===== src/rtl/aes_arb_pkg.sv =====
`default_nettype none
// ============================================================================
// Module   : aes_arb_pkg
// Brief    : Shared widths, requester count and FSM state encoding for the
//            AES request arbiter.
// Revision : 1.0 - initial release
// ============================================================================
package aes_arb_pkg;

    localparam int AES_W = 128;
    localparam int N_REQ = 2;

    typedef enum logic [2:0] {
        IDLE   = 3'd0,
        LAUNCH = 3'd1,
        BUSY   = 3'd2,
        RESP   = 3'd3,
        CLEAR  = 3'd4
    } arb_state_t;

endpackage
`default_nettype wire


===== src/rtl/aes_arbiter_if.sv =====
`default_nettype none
// ============================================================================
// Module   : aes_arbiter_if
// Brief    : Requester, response and AES-core signal bundle. The slave
//            modport is the arbiter's view, master is the environment's.
// Revision : 1.0 - initial release
// ============================================================================
interface aes_arbiter_if;
    import aes_arb_pkg::*;

    logic [N_REQ-1:0] req_valid;
    logic [N_REQ-1:0] req_ready;
    logic [AES_W-1:0] req_plaintext0;
    logic [AES_W-1:0] req_plaintext1;
    logic [AES_W-1:0] req_key0;
    logic [AES_W-1:0] req_key1;

    logic             rsp_valid;
    logic             rsp_ready;
    logic             rsp_id;
    logic [AES_W-1:0] rsp_data;
    logic             rsp_err;

    logic             core_rst_n;
    logic             core_start;
    logic [AES_W-1:0] core_plaintext;
    logic [AES_W-1:0] core_key;
    logic [AES_W-1:0] core_ciphertext;
    logic             core_done;

    modport slave (
        input  req_valid, req_plaintext0, req_plaintext1, req_key0, req_key1,
        input  rsp_ready, core_ciphertext, core_done,
        output req_ready, rsp_valid, rsp_id, rsp_data, rsp_err,
        output core_rst_n, core_start, core_plaintext, core_key
    );

    modport master (
        output req_valid, req_plaintext0, req_plaintext1, req_key0, req_key1,
        output rsp_ready, core_ciphertext, core_done,
        input  req_ready, rsp_valid, rsp_id, rsp_data, rsp_err,
        input  core_rst_n, core_start, core_plaintext, core_key
    );

endinterface
`default_nettype wire


===== src/rtl/aes_rr_arbiter.sv =====
`default_nettype none
// ============================================================================
// Module   : aes_rr_arbiter
// Brief    : Two-way round-robin grant; the pointer remembers the last winner
//            and only moves when the grant is actually accepted.
// Revision : 1.0 - initial release
// ============================================================================
module aes_rr_arbiter
    import aes_arb_pkg::*;
(
    input  wire logic             clk,
    input  wire logic             rst,
    input  wire logic [N_REQ-1:0] req,
    input  wire logic             accept,
    output logic      [N_REQ-1:0] grant,
    output logic                  grant_id
);

    logic r_last;

    // On a tie the requester that did not win last time takes the grant.
    always_comb begin
        grant = req;
        if (req == 2'b11) begin
            grant = r_last ? 2'b01 : 2'b10;
        end
    end

    assign grant_id = grant[1];

    always_ff @(posedge clk) begin
        if (rst) begin
            r_last <= 1'b1;
        end else if (accept && (|req)) begin
            r_last <= grant_id;
        end
    end

endmodule
`default_nettype wire


===== src/rtl/aes_arbiter.sv =====
`default_nettype none
// ============================================================================
// Module   : aes_arbiter
// Brief    : Shares one external AES core between two requesters; sequences
//            launch, wait, response and a core reset pulse per job.
//            Optional watchdog abort enabled by AES_ARB_TIMEOUT_EN.
// Revision : 1.0 - initial release
// ============================================================================
module aes_arbiter
    import aes_arb_pkg::*;
#(
    parameter int TIMEOUT_CYCLES = 64
) (
    input  wire logic    clk,
    input  wire logic    rst,
    aes_arbiter_if.slave bus
);

    arb_state_t       r_state;
    arb_state_t       w_state_nxt;
    logic [N_REQ-1:0] w_grant;
    logic             w_grant_id;
    logic             w_accept;
    logic             w_timeout;

    logic [N_REQ-1:0] r_req_ready;
    logic             r_rsp_valid;
    logic             r_rsp_id;
    logic [AES_W-1:0] r_rsp_data;
    logic             r_core_start;
    logic             r_core_rst_n;
    logic [AES_W-1:0] r_core_pt;
    logic [AES_W-1:0] r_core_key;

    if (TIMEOUT_CYCLES < 1) begin : g_bad_timeout
        $error("TIMEOUT_CYCLES must be at least 1");
    end

    assign w_accept = (r_state == IDLE) && (|bus.req_valid);

    aes_rr_arbiter u_rr (
        .clk      (clk),
        .rst      (rst),
        .req      (bus.req_valid),
        .accept   (w_accept),
        .grant    (w_grant),
        .grant_id (w_grant_id)
    );

`ifdef AES_ARB_TIMEOUT_EN
    localparam int c_cnt_w = $clog2(TIMEOUT_CYCLES + 1);

    logic [c_cnt_w-1:0] r_wd_cnt;
    logic               r_rsp_err;

    // Counter sits at zero outside BUSY, so it is clear on every BUSY entry.
    assign w_timeout = (r_state == BUSY) && !bus.core_done &&
                       (r_wd_cnt == c_cnt_w'(TIMEOUT_CYCLES - 1));

    always_ff @(posedge clk) begin
        if (rst || (r_state != BUSY)) begin
            r_wd_cnt <= '0;
        end else begin
            r_wd_cnt <= r_wd_cnt + c_cnt_w'(1);
        end
    end

    always_ff @(posedge clk) begin
        if (rst) begin
            r_rsp_err <= 1'b0;
        end else if ((r_state == BUSY) && bus.core_done) begin
            r_rsp_err <= 1'b0;
        end else if (w_timeout) begin
            r_rsp_err <= 1'b1;
        end
    end

    assign bus.rsp_err = r_rsp_err;
`else
    assign w_timeout   = 1'b0;
    assign bus.rsp_err = 1'b0;
`endif

    always_ff @(posedge clk) begin
        if (rst) begin
            r_state <= IDLE;
        end else begin
            r_state <= w_state_nxt;
        end
    end

    always_comb begin
        w_state_nxt = r_state;
        case (r_state)
            IDLE:    if (|bus.req_valid)                w_state_nxt = LAUNCH;
            LAUNCH:                                     w_state_nxt = BUSY;
            BUSY:    if (bus.core_done || w_timeout)    w_state_nxt = RESP;
            RESP:    if (bus.rsp_ready)                 w_state_nxt = CLEAR;
            CLEAR:                                      w_state_nxt = IDLE;
            default:                                    w_state_nxt = IDLE;
        endcase
    end

    // Outputs are registered from the next state so each is a clean
    // per-state level: start during LAUNCH, core reset low during CLEAR.
    always_ff @(posedge clk) begin
        if (rst) begin
            r_req_ready  <= '0;
            r_rsp_valid  <= 1'b0;
            r_rsp_id     <= 1'b0;
            r_rsp_data   <= '0;
            r_core_start <= 1'b0;
            r_core_rst_n <= 1'b0;
            r_core_pt    <= '0;
            r_core_key   <= '0;
        end else begin
            r_req_ready  <= w_accept ? w_grant : '0;
            r_core_start <= w_accept;
            r_core_rst_n <= (w_state_nxt != CLEAR);
            r_rsp_valid  <= (w_state_nxt == RESP);
            if (w_accept) begin
                r_rsp_id   <= w_grant_id;
                r_core_pt  <= w_grant_id ? bus.req_plaintext1 : bus.req_plaintext0;
                r_core_key <= w_grant_id ? bus.req_key1 : bus.req_key0;
            end
            if (r_state == BUSY) begin
                if (bus.core_done) begin
                    r_rsp_data <= bus.core_ciphertext;
                end else if (w_timeout) begin
                    r_rsp_data <= '0;
                end
            end
        end
    end

    assign bus.req_ready      = r_req_ready;
    assign bus.rsp_valid      = r_rsp_valid;
    assign bus.rsp_id         = r_rsp_id;
    assign bus.rsp_data       = r_rsp_data;
    assign bus.core_start     = r_core_start;
    assign bus.core_rst_n     = r_core_rst_n;
    assign bus.core_plaintext = r_core_pt;
    assign bus.core_key       = r_core_key;

endmodule
`default_nettype wire


===== src/flat_wrapper.sv =====
// flat-port wrapper written by rule: the top's interface ports become plain ports
module aes_arbiter_flat import aes_arb_pkg::*;
#(
    parameter int TIMEOUT_CYCLES = 64
)
  (clk, rst, bus_req_valid, bus_req_plaintext0, bus_req_plaintext1, bus_req_key0, bus_req_key1, bus_rsp_ready, bus_core_ciphertext, bus_core_done, bus_req_ready, bus_rsp_valid, bus_rsp_id, bus_rsp_data, bus_rsp_err, bus_core_rst_n, bus_core_start, bus_core_plaintext, bus_core_key);
  aes_arbiter_if bus_i ();
  input  wire logic clk;
  input  wire logic rst;
  input wire logic [$bits(bus_i.req_valid)-1:0] bus_req_valid;
  input wire logic [$bits(bus_i.req_plaintext0)-1:0] bus_req_plaintext0;
  input wire logic [$bits(bus_i.req_plaintext1)-1:0] bus_req_plaintext1;
  input wire logic [$bits(bus_i.req_key0)-1:0] bus_req_key0;
  input wire logic [$bits(bus_i.req_key1)-1:0] bus_req_key1;
  input wire logic [$bits(bus_i.rsp_ready)-1:0] bus_rsp_ready;
  input wire logic [$bits(bus_i.core_ciphertext)-1:0] bus_core_ciphertext;
  input wire logic [$bits(bus_i.core_done)-1:0] bus_core_done;
  output wire logic [$bits(bus_i.req_ready)-1:0] bus_req_ready;
  output wire logic [$bits(bus_i.rsp_valid)-1:0] bus_rsp_valid;
  output wire logic [$bits(bus_i.rsp_id)-1:0] bus_rsp_id;
  output wire logic [$bits(bus_i.rsp_data)-1:0] bus_rsp_data;
  output wire logic [$bits(bus_i.rsp_err)-1:0] bus_rsp_err;
  output wire logic [$bits(bus_i.core_rst_n)-1:0] bus_core_rst_n;
  output wire logic [$bits(bus_i.core_start)-1:0] bus_core_start;
  output wire logic [$bits(bus_i.core_plaintext)-1:0] bus_core_plaintext;
  output wire logic [$bits(bus_i.core_key)-1:0] bus_core_key;
  assign bus_i.req_valid = bus_req_valid;
  assign bus_i.req_plaintext0 = bus_req_plaintext0;
  assign bus_i.req_plaintext1 = bus_req_plaintext1;
  assign bus_i.req_key0 = bus_req_key0;
  assign bus_i.req_key1 = bus_req_key1;
  assign bus_i.rsp_ready = bus_rsp_ready;
  assign bus_i.core_ciphertext = bus_core_ciphertext;
  assign bus_i.core_done = bus_core_done;
  assign bus_req_ready = bus_i.req_ready;
  assign bus_rsp_valid = bus_i.rsp_valid;
  assign bus_rsp_id = bus_i.rsp_id;
  assign bus_rsp_data = bus_i.rsp_data;
  assign bus_rsp_err = bus_i.rsp_err;
  assign bus_core_rst_n = bus_i.core_rst_n;
  assign bus_core_start = bus_i.core_start;
  assign bus_core_plaintext = bus_i.core_plaintext;
  assign bus_core_key = bus_i.core_key;
  aes_arbiter #(.TIMEOUT_CYCLES(TIMEOUT_CYCLES)) u_core (.clk(clk), .rst(rst), .bus(bus_i));
endmodule

===== config.mk =====
export PLATFORM = sky130hd
export DESIGN_NAME = aes_arbiter_flat
export DESIGN_NICKNAME = d
export VERILOG_FILES = /design/src/rtl/aes_arb_pkg.sv /design/src/rtl/aes_arbiter_if.sv /design/src/rtl/aes_rr_arbiter.sv /design/src/rtl/aes_arbiter.sv /design/src/flat_wrapper.sv
export SDC_FILE = /design/constraint.sdc
export NUM_CORES = 1
export LEC_CHECK = 0
export BUFFER_PORTS_ARGS = -buffer_cell sky130_fd_sc_hd__buf_2
export CORE_AREA = 10 10 395 397
export DETAILED_ROUTE_END_ITERATION = 6
export DIE_AREA = 0 0 405 407
export PLACE_DENSITY = 0.38
export SKIP_LAST_GASP = 1
export SLEW_MARGIN = 20
export SYNTH_ARGS = -nofsm -noshare
export SYNTH_HDL_FRONTEND = slang
export SYNTH_SLANG_ARGS = --single-unit

===== constraint.sdc =====
create_clock -name clk -period 1.7 [get_ports clk]
set_input_delay 0.255 -clock clk [delete_from_list [all_inputs] [get_ports clk]]
set_output_delay 0.255 -clock clk [all_outputs]
set_load 0.01 [all_outputs]

Yosys cells after proc, flatten, opt, wreduce, memory -nomap -nowiden
Cells that the tools add are included.

cells by class
  equal/unequal tests = 6
  multiplexer cells = 8
  reductions and logical operators = 6
  bitwise logic cells = 1

operator list
  kind                                                              count
  128-bit 2-to-1 mux                                                2
  3-bit case mux with 4 select lines                                1
  3-bit by 2-bit == test with 1-bit output (second input constant)  3
  3-bit 2-to-1 mux                                                  3
  2-bit 2-to-1 mux                                                  2
  2-bit OR reduction                                                2
  3-bit by 1-bit == test with 1-bit output (second input constant)  1
  3-bit logical NOT                                                 1
  3-bit inequality test (second input constant)                     1
  2-bit == test (second input constant)                             1
  1-bit logical AND                                                 2
  2-bit AND reduction                                               1
  1-bit inverter                                                    1

word-level totals
  bits in registers = 394
  output and inout port bits = 391
  bits of input ports = 646
  word-level logic and storage cells = 31

Depth between registers and ports, before layout
Gate-level depths: netlist of the first run.

  word-level depth = 4
  depth in mapped cells = 7
  gate-level depth less buffers = 4

By module
A second synthesis of the first run with hierarchy kept.

unflattened totals
  cell total of the unflattened synthesis = 1768
  area, all modules = 16330.7 sq um

by module, submodules not included
  module          sequential area each (sq um)  area an instance (sq um)  times used  cells each
  aes_arbiter     7867.5                        16261.8                   1           1760
  aes_rr_arbiter  20.0                          68.8                      1           8

Worst setup path before layout of the first run
Ideal clock, no wire load.

  path type = reg2reg
  from = register u_core.r_state[2]
  to = register u_core.r_core_key[0], in the netlist u_core.bus.core_key[0]
  arrival time = 1.751 ns
  setup slack = -0.154 ns
  period minus slack after synthesis = 1.854 ns
  data required time = 1.597 ns
  path buffers = 4
  stages on the path, launching flop included = 8
  library setup time = 0.103 ns
  path through = dfxtp_1 -> buf_6 -> or3_1 -> or3_1 -> buf_2 -> buf_6 -> buf_6 -> a222oi_1

between the ends
  word-level cells in the longest chain between the ends = 2

RTL lines
  item                    RTL line            text
  start, declared         aes_arbiter.sv:19   arb_state_t r_state;
  start signal, assigned  aes_arbiter.sv:88   r_state <= w_state_nxt;
  3-bit logical NOT       aes_arbiter.sv:39   assign w_accept = (r_state == IDLE) && (|bus.req_valid);
  1-bit logical AND       aes_arbiter.sv:39
  end signal, assigned    aes_arbiter.sv:124  r_core_key <= w_grant_id ? bus.req_key1 : bus.req_key0;
  end, declared           aes_arbiter.sv:33   logic [AES_W-1:0] r_core_key;

Every way passes these cells.
A chain may end at the register's enable or synchronous reset.

Worst setup path in the final report of the first run
  from = register u_core.r_state[0]
  to = register u_core.r_core_pt[39], in the netlist u_core.bus.core_plaintext[39]

between the ends
  word-level cells in the longest chain between the ends = 2

RTL lines
  item                  RTL line            text
  3-bit logical NOT     aes_arbiter.sv:39
  1-bit logical AND     aes_arbiter.sv:39
  end signal, assigned  aes_arbiter.sv:123  r_core_pt <= w_grant_id ? bus.req_plaintext1 : bus.req_plaintext0;
  end, declared         aes_arbiter.sv:32   logic [AES_W-1:0] r_core_pt;

Every way passes these cells.

==> impl_results.md, run 1 <==
* Maximum fanout along the worst path at 22
* Gr busiest metal: met2
* Worst-Skew Late Latency at between 0.6 and 0.7 ns
* Yosys top cell area share at between 40% and 50%
* Residual DRC at 7
* Avg WL per Cell at just over 20 um
* Worst EP arrival at between 2 and 2.5 ns
* Total routed wirelength at 116 mm
* Row Count at about 140
* RSZ-0062 raised after global routing: true
* Final Non-Filler Cells at 5660
* Prevailing post-synth register cell: dfxtp_1
* Synth-to-Final Area Change at 101%
* Pleak at approximately 17 nW
* Placed insts at about 4900
* Vias in the first global route at 22514
* CTS tree: built
* Post-synth ARST share at 0%
* Worst reg2reg setup slack at -0.16 ns
* Layout cell share with drive strength beyond 1 at 33.5%
* Die ar. at roughly 160000 um2
* Area leader, netlist: dfxtp_1
* Tmin final at roughly 1.9 ns
* Post-synth top cells: inv_1, dfxtp_1, nand2_1, nand2b_1, a222oi_1
* Clock slew at reported path FFs at 0.06 ns
* CP endpoint: u_core.bus.core_plaintext[39]
* Die Height at just over 400 um
* Seq/Total Area, Yosys at 47.6%
* # H-tree levels at 2
* Syn Area/Cell at between 8 and 9 um2
* Number of enable flip-flop cells after synthesis at 0
* CORE AREA at 147000 um2
* Via density at roughly 3.7
* Cell Area, Synth at 16600 um2
* FF-to-FF Start: u_core.r_state[0]
* Initial Util at between 10% and 20%
* Clk sinks at 394
* CTS Buffer Depth at 3
* Nets at about 4300
* R2R cell count at 5
* Starting DRT DRC Count at between 1500 and 2000
* Initial antenna violation count at 45
* WP data required at 2.21 ns
* YS warnings at 0
* Total global routing overflow at 0
* Failing checks: DRC, setup timing
* P per Cell Area at 971 nW/um2
* Port-buffer cells at 1035
* Hold Slack at ~0.053 ns
* Largest net degree at the start of global routing at 74
* Critical Path Source: u_core.r_state[0]
* Highest Clock Rate at 0.536 GHz
* Most frequent cell after synthesis: inv_1
* Peak VDD IR at approximately 720 uV
* Final Power at about 32 mW
* Met1 Use GR at approximately 14%
* Total CTS buffers at between 50 and 60
* Hold Vio Cnt, Final at 0
* I/O pin count at between 1000 and 1500
* Critical Path Source Type: flip-flop
* Final setup violation count at ~260
* Synth area leaders: dfxtp_1, a222oi_1, inv_1
* Clk_skew at between 0.02 and 0.025 ns
* Slew Limit Fails at 0
* Flops & latches, synth at around 400
* Total Routing Usage GR at approximately an eighth
* Netlist cell types at 29
* Status: complete, but fails checks
* Met2 usage at 23.4%
* Clk root buf: clkbuf_16
* FILL cells at around 16000
* Critical path type: flip-flop to flip-flop
* Die width at 405 um
* Vias at 21062
* Final GP Congestion at approximately 0.85
* Post-route ant nets at 0
* Final WS setup at -0.164 ns
* Gate Count Post-Synth at approximately 2000
* Crit path capture type: flip-flop
* Dpl hpwl at between 90 and 100 mm
* Mapped Nets at ~2600
* Met3 Usage GRT at between 4 and 5%
* Max Cap Violations at 0
* Final worst path period share at 110%
* HP Class: input port to flip-flop
* First-pass GRT wire length at about 160 mm
* R2R Path End: u_core.bus.core_plaintext[39]
* DR pass1 iterations at 7
## through the flow
step / TNS (ns) / area [um2] / utilization (%) / setup WS [ns]
after detailed placement: -19.04 / 24800 / 16.8 / -0.245
after global placement: -16.24 / 24800 / 16.8 / -0.251
after floorplan: -17.03 / 16600 / - / -0.0765
after CTS: -25.54 / 33100 / 22.4 / -0.164
after global routing: -45.09 / 33300 / 22.5 / -0.210
final: -19.94 / 33300 / 22.6 / -0.164
## cells in the final DEF (no fill, tap or decap), types with 3 or more instances in the layout
master,count
clkbuf_8,17
a222oi_1,255
dfxtp_1,393
buf_4,43
dlygate4sd3_1,631
nand2b_1,257
buf_12,49
inv_1,510
buf_8,3
nand2_1,258
buf_2,1034
diode_2,25
nor2_1,6
bufinv_16,4
clkinv_2,9
clkbuf_1,9
buf_6,4
a21oi_1,129
buf_16,5
clkbuf_16,58
nor3_1,4
## repair_timing
action	in CTS	in global routing
hold buffers	631	0
cloned	2	4
pin swaps	11	85
setup endpoints to repair	256	359
setup buffers	2	0
endpoints found under the hold margin	386	0
resized for setup	12	3
## routing by layer
layer / vias up / wire length (um)
met5: - / 114
met3: 202 / 9530
met1: 9960 / 43400
met2: 914 / 58800
li1: 9966 / -
met4: 20 / 4120
## report_power, final
part	internal, mW	leakage (nW)	switching, mW
Sequential	10.7	3.25	0.836
Clock	7.18	0.916	4.85
Combinational	4.20	12.7	4.60
## worst min path at each step
stage,from,to,slack (ns),depth (start not counted)
2_1_floorplan,bus_core_ciphertext[0],u_core.bus.rsp_data[0],0.39,2
3_5_place_dp,u_core.bus.rsp_data[96],u_core.bus.rsp_data[96],0.44,2
4_1_cts,bus_req_plaintext1[88],u_core.bus.core_plaintext[88],0.002,3
3_3_place_gp,u_core.bus.rsp_data[30],u_core.bus.rsp_data[30],0.44,2
5_1_grt,bus_req_plaintext1[88],u_core.bus.core_plaintext[88],0.02,3
6_report,bus_req_plaintext1[85],u_core.bus.core_plaintext[85],0.05,3
## state kept, by name, indices dropped and copies added, names as in the netlist
signal,flops
u_core.bus.core_plaintext,128
u_core.bus.rsp_id,1
u_core.r_state,3
u_core.u_rr.r_last,1
u_core.bus.core_rst_n,1
u_core.bus.rsp_data,128
u_core.bus.core_start,1
u_core.bus.req_ready,2
u_core.bus.core_key,128
u_core.bus.rsp_valid,1
## area by class of cell
| type | count | area (um2) | area share (%) |
|---|---|---|---|
| Multi-Input combinational cell | 928 | 6010 | 18.1 |
| Clock buffer | 80 | 1620 | 4.87 |
| Inverter | 511 | 1920 | 5.76 |
| Clock inverter | 19 | 234 | 0.703 |
| Timing Repair Buffer | 1773 | 13100 | 39.4 |
| Antenna cell | 25 | 62.6 | 0.188 |
| Sequential cell | 394 | 7890 | 23.7 |
| Tap cell | 1930 | 2410 | 7.26 |
## logic make-up after synthesis
kind of cell / share of synthesized area, %
flops: 47.6
simple gates: 16.4
compound gates: 19.5
buf+inv: 16.5
other cells: 0.0226
## critical path, stage by stage (launching register included)
cell	delay [ns]
dfxtp_1	0.31
or3_4	0.38
or3_4	0.37
buf_12	0.19
buf_12	0.18
a222oi_1	0.28
No activity file was read; power rests on OpenSTA's default activity.
==> inputs of run 2 (changes only) <==
Settings changed: CORE_AREA 10 10 395 397 to 10 10 393 395, DIE_AREA 0 0 405 407 to 0 0 403 405, PLACE_DENSITY 0.38 to 0.39, TNS_END_PERCENT set to 50.
==> impl_results.md, run 2 (synthesized netlist as in run 1, its figures left out) <==
* Clk sinks at 394 (unchanged)
* HP Class: input port to flip-flop (unchanged)
* Clk root buf: clkbuf_16 (unchanged)
* Total routed wirelength at 115 mm (was 116 mm)
* DR pass1 iterations at 7 (unchanged)
* Maximum fanout along the worst path at 28 (was 22)
* Failing checks: DRC, setup timing (unchanged)
* Critical path type: flip-flop to flip-flop (unchanged)
* Crit path capture type: flip-flop (unchanged)
* Row Count at 141 (unchanged)
* Total global routing overflow at 0 (unchanged)
* Core Util, Final at 22.6% (about the same)
* Post-route ant nets at 0 (unchanged)
* Final Power at 31.8 mW (was 32.3 mW)
* Hold Vio Cnt, Final at 0 (unchanged)
* Worst-Skew Late Latency at 0.65 ns (about the same)
* Status: complete, but fails checks (unchanged)
* Critical Path Source Type: flip-flop (unchanged)
* Largest net degree at the start of global routing at 92 (was 74)
* Synth-to-Final Area Change at 99.6% (was 101%)
* FILL cells at 16209 (was 16296)
* TNS Setup at -17.82 ns (was -19.94 ns)
* CTS Buffer Depth at 3 (unchanged)
* Vias in the first global route at 22382 (was 22514)
* Final setup violation count at 249 (was 258)
* Clock slew at reported path FFs at 0.06 ns (about the same)
* CTS tree: built (unchanged)
* Nets at 4320 (was 4307)
* Dpl hpwl at 90.7 mm (was 90.6 mm)
* Highest Clock Rate at 0.534 GHz (was 0.536 GHz)
* Total Routing Usage GR at 13.1% (about the same)
* Max Cap Violations at 0 (unchanged)
* Worst EP arrival at 2.40 ns (was 2.37 ns)
* Final GP Congestion at 0.799 (was 0.846)
* Most frequent cells in the layout: buf_2, dlygate4sd3_1, inv_1 (unchanged)
* Die width at 403 um (was 405 um)
* Initial antenna violation count at 39 (was 45)
* Die ar. at 163000 um2 (was 165000 um2)
* Slew at the pin closest to its max-slew limit at roughly 0.51 ns
* Slew margin rel. at about two thirds
* Vias at 21082 (was 21062)
* Port-buffer cells at 1035 (unchanged)
* CORE AREA at 147000 um2 (about the same)
* WP data required at 2.22 ns (was 2.21 ns)
* First-pass GRT wire length at 159 mm (was 160 mm)
* Commonest non-fill, non-tap cell in the layout: buf_2 (unchanged)
* Starting DRT DRC Count at 2000 (was 1893)
* Total CTS buffers at 54 (was 53)
* Initial Util at 11.3% (was 11.2%)
* RSZ-0062 raised after global routing: true (unchanged)
* Pleak at 16.8 nW (about the same)
* Avg WL per Cell at 20.3 um (was 20.5 um)
* I/O pin count at 1037 (unchanged)
* Clk_skew at 0.0150 ns (was 0.0231 ns)
* Die Height at 405 um (was 407 um)
* Final WS setup at -0.172 ns (was -0.164 ns)
* Residual DRC at 12 (was 7)
* # H-tree levels at 2 (unchanged)
* Slew Limit Fails at 0 (unchanged)
* Layout cell share with drive strength beyond 1 at 33.7% (was 33.5%)
* Peak VDD IR at 719 uV (was 720 uV)
* Final worst path period share at 110% (about the same)
* Tmin final at 1.87 ns (was 1.86 ns)
* P per Cell Area at 959 nW/um2 (was 971 nW/um2)
* Via density at 3.72 (about the same)
## run 2: cell count changes in the layout (fill, tap and decap cells not counted), sizes merged, moves of 2 or more
cell,previous run,this run
clkbuf,84,79
diode,25,21
clkinv,10,13
buf,1138,1148
clkinvlp,2,0
## run 2: routing by layer
layer	part of all wire (%)	wire length (um)	track usage [%]	up-vias
met3	8.2	9490	4.19	188
li1	-	-	-	9980
met5	0.015	17	0	-
met1	37	42700	14.1	9928
met4	4.5	5150	5.89	2
met2	50	57800	23.5	984
## run 2: stage by stage
stage | instances | cell area (um2) | worst slack [ns] | hold WS [ns]
CTS | 5632 | 32800 | -0.154 | 0.0203
detailed placement | 4899 | 24600 | -0.148 | 0.443
floorplan | 1994 | 16600 | -0.0765 | 0.391
global placement | 4899 | 24600 | -0.149 | 0.439
global route | 5663 | 33100 | -0.230 | 0.0507
finish | 5663 | 33100 | -0.172 | 0.0208
## run 2: path summary, 6_finish.rpt
check / from / to / slack (ns) / depth (start not counted)
min: bus_req_key1[57] / u_core.bus.core_key[57] / 0.02 / 3
min reg2reg: u_core.bus.rsp_data[123] / u_core.bus.rsp_data[123] / 0.45 / 2
max reg2reg: u_core.r_state[0] / u_core.bus.core_key[55] / -0.17 / 5
max: u_core.r_state[0] / u_core.bus.core_key[55] / -0.17 / 5
## run 2: final cells by class
class                      count  area, um2  area share [%]
sequential                   394       7890            23.8
tap                         1930       2410            7.29
multi-input combinational    928       6030            18.2
timing repair buffer        1785      13000            39.4
antenna                       21       52.6           0.159
clock inverter                19        243           0.733
inverter                     511       1920            5.79
clock buffer                  75       1510            4.56
## run 2: timing repair
action,in CTS,in global routing
hold buffers,632,0
endpoints found under the setup margin,366,381
setup buffers,4,6
gates resized for setup,15,16
cloned,3,4
pin swaps,6,139
hold endpoints to repair,388,0
## run 2: where the power goes
part	leakage, nW	switching [mW]	internal [mW]
clock network	0.868	4.80	6.79
logic	12.7	4.58	4.12
registers	3.25	0.825	10.7
total	16.8	10.2	21.6
## run 2: critical path: stages, from the launching register on
cell and delay, ns:
dfxtp_1 0.31, or3_4 0.38, or3_4 0.39, buf_12 0.18, buf_12 0.18, a222oi_1 0.28
